$ cat src/rtl/booth_mult_seq.sv
// booth_mult_seq: multi-cycle radix-2 Booth multiplier with start/busy/done handshake.
// Operands are extended to WIDTH+1 bits so that both signed and unsigned
// ranges are exact; one add/sub + arithmetic shift is performed per clock.
module booth_mult_seq #(
    parameter int WIDTH = 8
) (
    input  logic                 clk,
    input  logic                 rst,
    input  logic                 start,
    input  logic                 is_signed,
    input  logic [WIDTH-1:0]     mr_in,
    input  logic [WIDTH-1:0]     md,
    output logic                 busy,
    output logic                 done,
    output logic [2*WIDTH-1:0]   out
);

    localparam int CW = $clog2(WIDTH + 2);

    typedef enum logic [0:0] {
        S_IDLE = 1'b0,
        S_RUN  = 1'b1
    } state_t;

    state_t               r_state;
    state_t               w_state_nxt;
    logic [WIDTH:0]       r_a;
    logic [WIDTH:0]       r_q;
    logic [WIDTH:0]       r_m;
    logic                 r_qm1;
    logic [CW-1:0]        r_count;
    logic [WIDTH:0]       w_sum;
    logic [WIDTH:0]       w_a_nxt;
    logic [WIDTH:0]       w_q_nxt;
    logic [WIDTH:0]       w_m_nxt;
    logic                 w_qm1_nxt;
    logic [CW-1:0]        w_count_nxt;
    logic                 w_busy_nxt;
    logic                 w_done_nxt;
    logic [2*WIDTH-1:0]   w_out_nxt;

    // Booth recoding of {Q[0], q_m1}: add M, subtract M, or keep A (mod 2^(WIDTH+1)).
    always_comb begin
        w_sum = r_a;
        case ({r_q[0], r_qm1})
            2'b01:   w_sum = r_a + r_m;
            2'b10:   w_sum = r_a - r_m;
            default: w_sum = r_a;
        endcase
    end

    // Next-state and next-datapath logic: operand latch in IDLE, one iteration per RUN cycle.
    always_comb begin
        w_state_nxt = r_state;
        w_a_nxt     = r_a;
        w_q_nxt     = r_q;
        w_m_nxt     = r_m;
        w_qm1_nxt   = r_qm1;
        w_count_nxt = r_count;
        w_busy_nxt  = busy;
        w_done_nxt  = 1'b0;
        w_out_nxt   = out;
        case (r_state)
            S_IDLE: begin
                if (start) begin
                    w_m_nxt     = is_signed ? {md[WIDTH-1], md} : {1'b0, md};
                    w_q_nxt     = is_signed ? {mr_in[WIDTH-1], mr_in} : {1'b0, mr_in};
                    w_a_nxt     = '0;
                    w_qm1_nxt   = 1'b0;
                    w_count_nxt = CW'(WIDTH + 1);
                    w_busy_nxt  = 1'b1;
                    w_state_nxt = S_RUN;
                end else begin
                    w_busy_nxt  = 1'b0;
                    w_state_nxt = S_IDLE;
                end
            end
            S_RUN: begin
                // Arithmetic right shift of {A', Q, q_m1}, replicating the sign of A'.
                w_a_nxt     = {w_sum[WIDTH], w_sum[WIDTH:1]};
                w_q_nxt     = {w_sum[0], r_q[WIDTH:1]};
                w_qm1_nxt   = r_q[0];
                w_count_nxt = r_count - CW'(1);
                if (r_count == CW'(1)) begin
                    // Low 2*WIDTH bits of the post-shift {A, Q}.
                    w_out_nxt   = {w_a_nxt[WIDTH-2:0], w_q_nxt};
                    w_done_nxt  = 1'b1;
                    w_busy_nxt  = 1'b0;
                    w_state_nxt = S_IDLE;
                end else begin
                    w_busy_nxt  = 1'b1;
                    w_state_nxt = S_RUN;
                end
            end
            default: begin
                w_busy_nxt  = 1'b0;
                w_state_nxt = S_IDLE;
            end
        endcase
    end

    // FSM state register with synchronous reset.
    always_ff @(posedge clk) begin
        if (rst) begin
            r_state <= S_IDLE;
        end else begin
            r_state <= w_state_nxt;
        end
    end

    // Datapath and output registers; reset abandons any in-flight operation.
    always_ff @(posedge clk) begin
        if (rst) begin
            r_a     <= '0;
            r_q     <= '0;
            r_m     <= '0;
            r_qm1   <= 1'b0;
            r_count <= '0;
            busy    <= 1'b0;
            done    <= 1'b0;
            out     <= '0;
        end else begin
            r_a     <= w_a_nxt;
            r_q     <= w_q_nxt;
            r_m     <= w_m_nxt;
            r_qm1   <= w_qm1_nxt;
            r_count <= w_count_nxt;
            busy    <= w_busy_nxt;
            done    <= w_done_nxt;
            out     <= w_out_nxt;
        end
    end

endmodule

$ cat config.mk
export PLATFORM = sky130hd
export DESIGN_NAME = booth_mult_seq
export DESIGN_NICKNAME = d
export VERILOG_FILES = /design/src/rtl/booth_mult_seq.sv
export SDC_FILE = /design/constraint.sdc
export NUM_CORES = 1
export LEC_CHECK = 0
export ABC_AREA = 1
export BUFFER_PORTS_ARGS = -buffer_cell sky130_fd_sc_hd__buf_2
export CAP_MARGIN = 20
export CORE_UTILIZATION = 46
export CTS_BUF_LIST = sky130_fd_sc_hd__clkbuf_4
export DETAILED_ROUTE_END_ITERATION = 10
export GPL_TIMING_DRIVEN = 0
export PLACE_DENSITY = 0.75
export SLEW_MARGIN = 30
export SYNTH_ARGS = -nofsm -noshare
export SYNTH_HDL_FRONTEND = slang
export SYNTH_SLANG_ARGS = --single-unit
$ cat constraint.sdc
create_clock -name clk -period 2.89 [get_ports clk]
set_clock_uncertainty 0.05 [all_clocks]
set_input_delay 0 -clock clk [delete_from_list [all_inputs] [get_ports clk]]
set_output_delay 0 -clock clk [all_outputs]
set_load 0.02 [all_outputs]
==> flow_summary.yaml, run 1 <==
routing:
  via_per_inst: 4.926
  vias: 2532
  dr.pass1.iters: 4
  drc: 0
  ant_nets: 0
  drt_iter0_drc: 128
  wl_per_cell_um: 11.87
  wirelength_um: 6101
synthesis:
  syn_inst: 374
  ys_warn_count: 0
  async_reset_ff_share_pct: 0
  syn_avg_cell_area_um2: 7.056
  ys_seq_area_share_pct: 37.17
  synth_edf_count: 0
  synth-seq-cells: 49
  synth-main-ff-cell: "dfxtp_1"
  synth_cell_types: 38
  syn-num-nets: 407
  synth_area_um2: 2639
global_routing:
  grt_pass1_vias: 2456
  grtUsageTotal_pct: 22.12
  grt_max_degree: 16
  grt_pass1_wl_um: 10660
  grt_overflow_total: 0
  antenna_found_initial: 0
flow_run:
  drv_cap: 0
clocking:
  numCtsBuffers: 5
  cts.sinks: 49
  cts_resized: 0
  cts.clk_slew.worst_paths_ns: 0.14
  htreeDepth: 2
  ctsHoldBuffers: 23
  clk_latency_ns: 0.37
  root_buffer: "clkbuf_4"
  clockBufferDepth: 2
  cts_tree: "built"
  cts_setup_buffers: 0
critical_path:
  worstSetupPathType: "flip-flop to flip-flop"
  critPathMaxFanout: 5
  crit_slowest_cell: "dfxtp_1"
  slowest_delay_ns: 0.35
  end_kind: "flip-flop"
  crit_top_cell: "nand2_1"
  cp-start-kind: "flip-flop"
  required_ns: 3.10
  cp.arrival_ns: 2.54
  cp_cell_sequence: "inv_2 -> ha_1 -> nand2_2 -> nor2_2 -> nand2_1 -> nand2_1 -> xor2_1 -> inv_1 -> ha_1 -> nand2_1 -> inv_1 -> a21oi_1 -> nand2_1 -> nand2_1 -> nand3_2 -> nand3_2 -> a21oi_2"
pwr:
  power_density_nw_per_um2: 459.9
  p_leak_nw: 1.604
  vdd.ir_drop.worst_mv: 0.3122
floorplanning:
  die-height_um: 77.74
  io_pins: 38
  initial_utilization_pct: 47.92
  std_cell_rows: 27
  die_x_um: 77.74
  die_area_um2: 6044
  core_um2: 5507
cells_and_area:
  multi_input_area_um2: 1368
  num-fill-cells: 503
  area_growth_pct: 21.38
  seq_area_um2: 980.9
  drive_gt1_share_pct: 19.23
  n_antenna_cell: 0
  nets: 474
timing:
  final.min_clock_period_ns: 2.330
  setup_viol: 0
  relSlewSlack_pct: 61.16
  fin_crit_sh_pct: 80.63
  grt_setup_unrepaired: "no"
  worst_slew_pin_slew_ns: 0.5827
  whs_ns: 0.04045
  setup_tns_ns: 0
  max_freq_ghz: 0.4291
  final_max_slew_viol_count: 0
  hold_viol: 0
worst_hold_path:
  timing.hold.worst.class: "input pin to flip-flop"
placement:
  gp_congestion: 0.8343
  portBuffers: 37
  dp_hpwl_um: 4561
run_status:
  status: "complete, no violations"
[power breakdown]
| part | internal (mW) | total, mW | switching (mW) |
|---|---|---|---|
| Clock | 0.107 | 0.330 | 0.223 |
| Combinational | 0.167 | 0.412 | 0.245 |
| Sequential | 0.707 | 0.731 | 0.0242 |
[flip-flops by register name (all words and copies together) (netlist names)]
| signal | count |
|---|---|
| r_a | 8 |
| done | 1 |
| r_qm1 | 1 |
| out | 16 |
| r_q | 9 |
| r_count | 4 |
| r_m | 9 |
| busy | 1 |
[stage by stage]
step | total power, mW | instances | util [%] | instance area, µm² | setup WS [ns]
final | 1.473 | 514 | 58.17 | 3203 | 0.5597
after global routing | 1.573 | 514 | 58.17 | 3203 | 0.3165
after CTS | 1.487 | 514 | 58.17 | 3203 | 0.5468
after detailed placement | 1.131 | 483 | 52.92 | 2914 | 0.5693
after global placement | 1.118 | 483 | 52.92 | 2914 | 0.5975
after floorplan | 1.041 | 374 | - | 2639 | 0.8218
[cell type report]
class,instances,area share [%]
plain buffers,13,2.617
flip-flops and latches,49,30.63
well taps,72,2.813
clock inverters,2,0.4297
inverters,55,6.445
multi-input cells,257,42.70
clock buffers,6,1.406
repair buffers,60,12.97
[metal layers]
metal	track usage, %	vias to the layer above	wire (µm)
li1	-	1320	-
met1	26.22	1160	2740
met2	39.20	40	3041
met3	3.529	12	192
met4	9.434	0	126
met5	0	-	0
[final timing paths]
kind / cells past startpoint / from / slack (ns) / end
max: 17 / r_m[0] / 0.56 / r_a[6]
min reg2reg: 2 / r_q[5] / 0.42 / out[4]
min: 4 / start / 0.04 / busy
max reg2reg: 17 / r_m[0] / 0.56 / r_a[6]
[critical path, delay by kind of cell, from the launching register on]
kind | cells | cell delay [ns]
buffers and inverters | 3 | 0.17
and+or+nand+nor | 9 | 0.73
AOI/OAI and AO/OA | 2 | 0.21
xor gates and xnor gates | 1 | 0.18
adders and majority gates | 2 | 0.51
DFF | 1 | 0.35
[logic make-up after synthesis]
| logic type | after synthesis | synth area share, % |
|---|---|---|
| xor gates and xnor gates | 7 | 2.323 |
| AOI/OAI and AO/OA | 49 | 10.48 |
| buffers and inverters | 68 | 11.00 |
| DFF | 49 | 37.17 |
| adders and majority gates | 13 | 6.448 |
| and+or+nand+nor | 188 | 32.58 |
[cell usage after synthesis, types with 2 or more instances]
master / number / area, µm²
or2_1: 4 / 25.02
nand3_2: 5 / 50.05
nand2_2: 2 / 12.51
dfxtp_1: 49 / 980.9
o21ai_1: 13 / 65.06
nand2_1: 113 / 424.2
nor2_2: 3 / 18.77
buf_2: 4 / 20.02
nand3_1: 35 / 175.2
clkbuf_1: 2 / 7.510
xor2_1: 6 / 52.55
o211ai_1: 2 / 15.01
nor2_4: 2 / 22.52
a21oi_1: 16 / 80.08
inv_1: 43 / 161.4
nor3_1: 2 / 10.01
buf_4: 2 / 15.01
buf_6: 3 / 33.78
o21ai_0: 10 / 50.05
nor2_1: 15 / 56.30
buf_1: 2 / 7.510
ha_1: 12 / 150.1
inv_2: 11 / 41.29
a21oi_2: 4 / 35.03
[layout by cell type, fill, tap and decap left out, drive strengths merged]
cell and count:
inv 55, nand3b 1, nand3 41, nand2 115, nor2 20, nor4 1
xnor2 1, buf 48, a211oi 1, ha 12, dfxtp 49, nor3 2
dlygate4sd3 23, o221ai 1, o21ai 23, o211ai 2, clkbuf 8, or2 7
a21oi 20, xor2 6, clkinv 2, nand4 1, a2bb2oi 1, fa 1
a31oi 1
No activity file was read; power rests on OpenSTA's default activity.
==> run 2, diff against run 1 <==
Settings changed: PLACE_DENSITY 0.75 to 0.78.
Clock period 2.89 ns to 1.9 ns, I/O delays scaled along.
==> run 2 against run 1 <==
The flow now finishes with violations (setup timing). Sequential power up 53%. First-iteration DRC count up 69%. Worst setup slack worse by 0.94 ns. Register-to-register slack worse by 0.94 ns. Clock-buffer cell count unchanged. Core utilization up 8.0 points. Final cell count up 3.3%. Clock power up 97%. Routed wire length up 24%. Via count up 9.9%. Critical path depth down 1. Cell area up 14%. Critical path type unchanged. Largest cell class unchanged. Largest power group unchanged. Highest routed layer unchanged.
==> flow_summary.yaml, run 2 (synthesis results as in run 1) <==
clocking:
  cts.clk_slew.worst_paths_ns: 0.15
  root_buffer: "clkbuf_4"
  numCtsBuffers: 5
  cts_tree: "built"
  cts.sinks: 49
  clk_latency_ns: 0.39
  htreeDepth: 2
  clockBufferDepth: 2
routing:
  wl_met1_um: 3110
  wirelength_um: 7575
  drc: 0
  drt_iter0_drc: 216
  dr.pass1.iters: 5
  via_per_inst: 5.239
  vias: 2782
  ant_nets: 0
  wl_per_cell_um: 14.27
  wl_met2_um: 3833
  routed.top_layer: "met4"
  met3_wirelength_um: 379
flow_run:
  drv_cap: 0
timing:
  setup_viol: 13
  final.min_clock_period_ns: 2.279
  setup_tns_ns: -3.241
  worst_slew_pin_slew_ns: 0.6394
  relSlewSlack_pct: 57.37
  fin_crit_sh_pct: 119.9
  worst_slack_ns: -0.3790
  max_freq_ghz: 0.4388
  final_max_slew_viol_count: 0
  hold_viol: 0
  grt_setup_unrepaired: "yes"
cells_and_area:
  final_common_cell: "nand2_1"
  area_growth_pct: 38.12
  n_antenna_cell: 0
  fin_area_um2: 3645
  layout_common_cells: "98 x nand2_1, 45 x dfxtp_1, 40 x buf_2"
  top_regs: "out (16), r_m (9), r_q (9)"
  drive_gt1_share_pct: 33.99
  nets: 491
  largest_reg_flops: 16
  regMostFlops: "out"
run_status:
  violations: "setup timing"
  status: "finished, violations left"
global_routing:
  grtUsageTotal_pct: 24.10
  grt_pass1_wl_um: 11560
  grt_overflow_total: 0
  grt_pass1_vias: 2663
  antenna_found_initial: 0
  grt_max_degree: 16
critical_path:
  worstSetupPathType: "flip-flop to flip-flop"
  cp-startpoint: "r_qm1"
  required_ns: 2.10
  crit_end: "r_a[3]"
  timing.rr.start: "r_qm1"
  critPathMaxFanout: 6
  timing.rr.end: "r_a[3]"
  rr_worst_depth: 16
  cp-start-kind: "flip-flop"
  end_kind: "flip-flop"
  rrSetupSlack_ns: -0.38
  cp.arrival_ns: 2.48
placement:
  gp_congestion: 0.8374
  placed_area_um2: 2989
  dp_hpwl_um: 4582
  portBuffers: 37
floorplanning:
  std_cell_rows: 27
  initial_utilization_pct: 47.92
  die_area_um2: 6044
  io_pins: 38
  core_um2: 5507
  die-height_um: 77.74
  die_x_um: 77.74
pwr:
  vdd.ir_drop.worst_mv: 0.6297
  power_density_nw_per_um2: 735.2
  p_total_mw: 2.679
  p_leak_nw: 1.718
worst_hold_path:
  timing.hold.worst.class: "input pin to flip-flop"
  hold_path.startpoint: "start"
[run 2: changes by cell type in the layout (fill, tap and decap cells not counted), moves of 7 or more]
cell	delta
ha_1	-9
ha_4	+9
inv_1	-7
nand2_2	+12
buf_4	+16
nand2_1	-15
[run 2: cell type report]
type,count,area [µm²]
Fill cell,412,1862
Multi-Input combinational cell,257,1634
Sequential cell,49,985.9
Timing Repair Buffer,77,544.3
Inverter,55,216.5
Buffer,13,90.09
Tap cell,72,90.09
Clock buffer,6,45.04
Clock inverter,2,38.79
[run 2: how the worst min path moves through the flow]
stage                     cells past startpoint  endpoint
after floorplan                               2    r_m[3]
after global routing                          4      busy
after CTS                                     4      busy
final                                         4      busy
after detailed placement                      3    r_m[4]
after global placement                        3    r_m[4]
[run 2: per-stage QoR]
stage,hold WS [ns],utilization [%],cells,setup slack (ns)
detailed placement,0.1795,54.28,483,-0.2825
global placement,0.1702,54.28,483,-0.2546
global route,0.05790,66.19,531,-0.5026
CTS,0.02870,63.35,526,-0.2109
finish,0.04161,66.19,531,-0.3790
floorplan,0.08491,-,374,-0.05954
[run 2: report_power, final]
part / switching, mW / internal (mW) / leakage [nW] / total, mW
sequential: 0.0445 / 1.08 / 0.401 / 1.12
combinational: 0.506 / 0.405 / 1.27 / 0.910
clock: 0.354 / 0.295 / 0.0459 / 0.649
[run 2: metal layers]
layer	vias to the layer above	track usage, %
met1	1283	27.99
met5	-	0
met3	29	4.000
met2	120	43.10
li1	1350	-
met4	0	10.75
[run 2: what timing repair did]
action,CTS,global route
endpoints found under the setup margin,15,17
setup buffers,12,6
gates resized for setup,23,37
hold buffers,23,0
pin swaps,13,25
hold endpoints to repair,28,0
[run 2: critical path, cell delays in order (launching register included)]
cell and delay [ns]:
dfxtp_2 0.36, inv_2 0.04, ha_4 0.19, inv_6 0.08, nand2_1 0.11, xnor2_1 0.23, inv_1 0.10, ha_4 0.25
nand2_2 0.08, nand2_2 0.07, inv_2 0.05, nand2_2 0.06, or2_1 0.22, nand3_2 0.07, nand2_2 0.06, nand2_1 0.07
a21oi_2 0.06
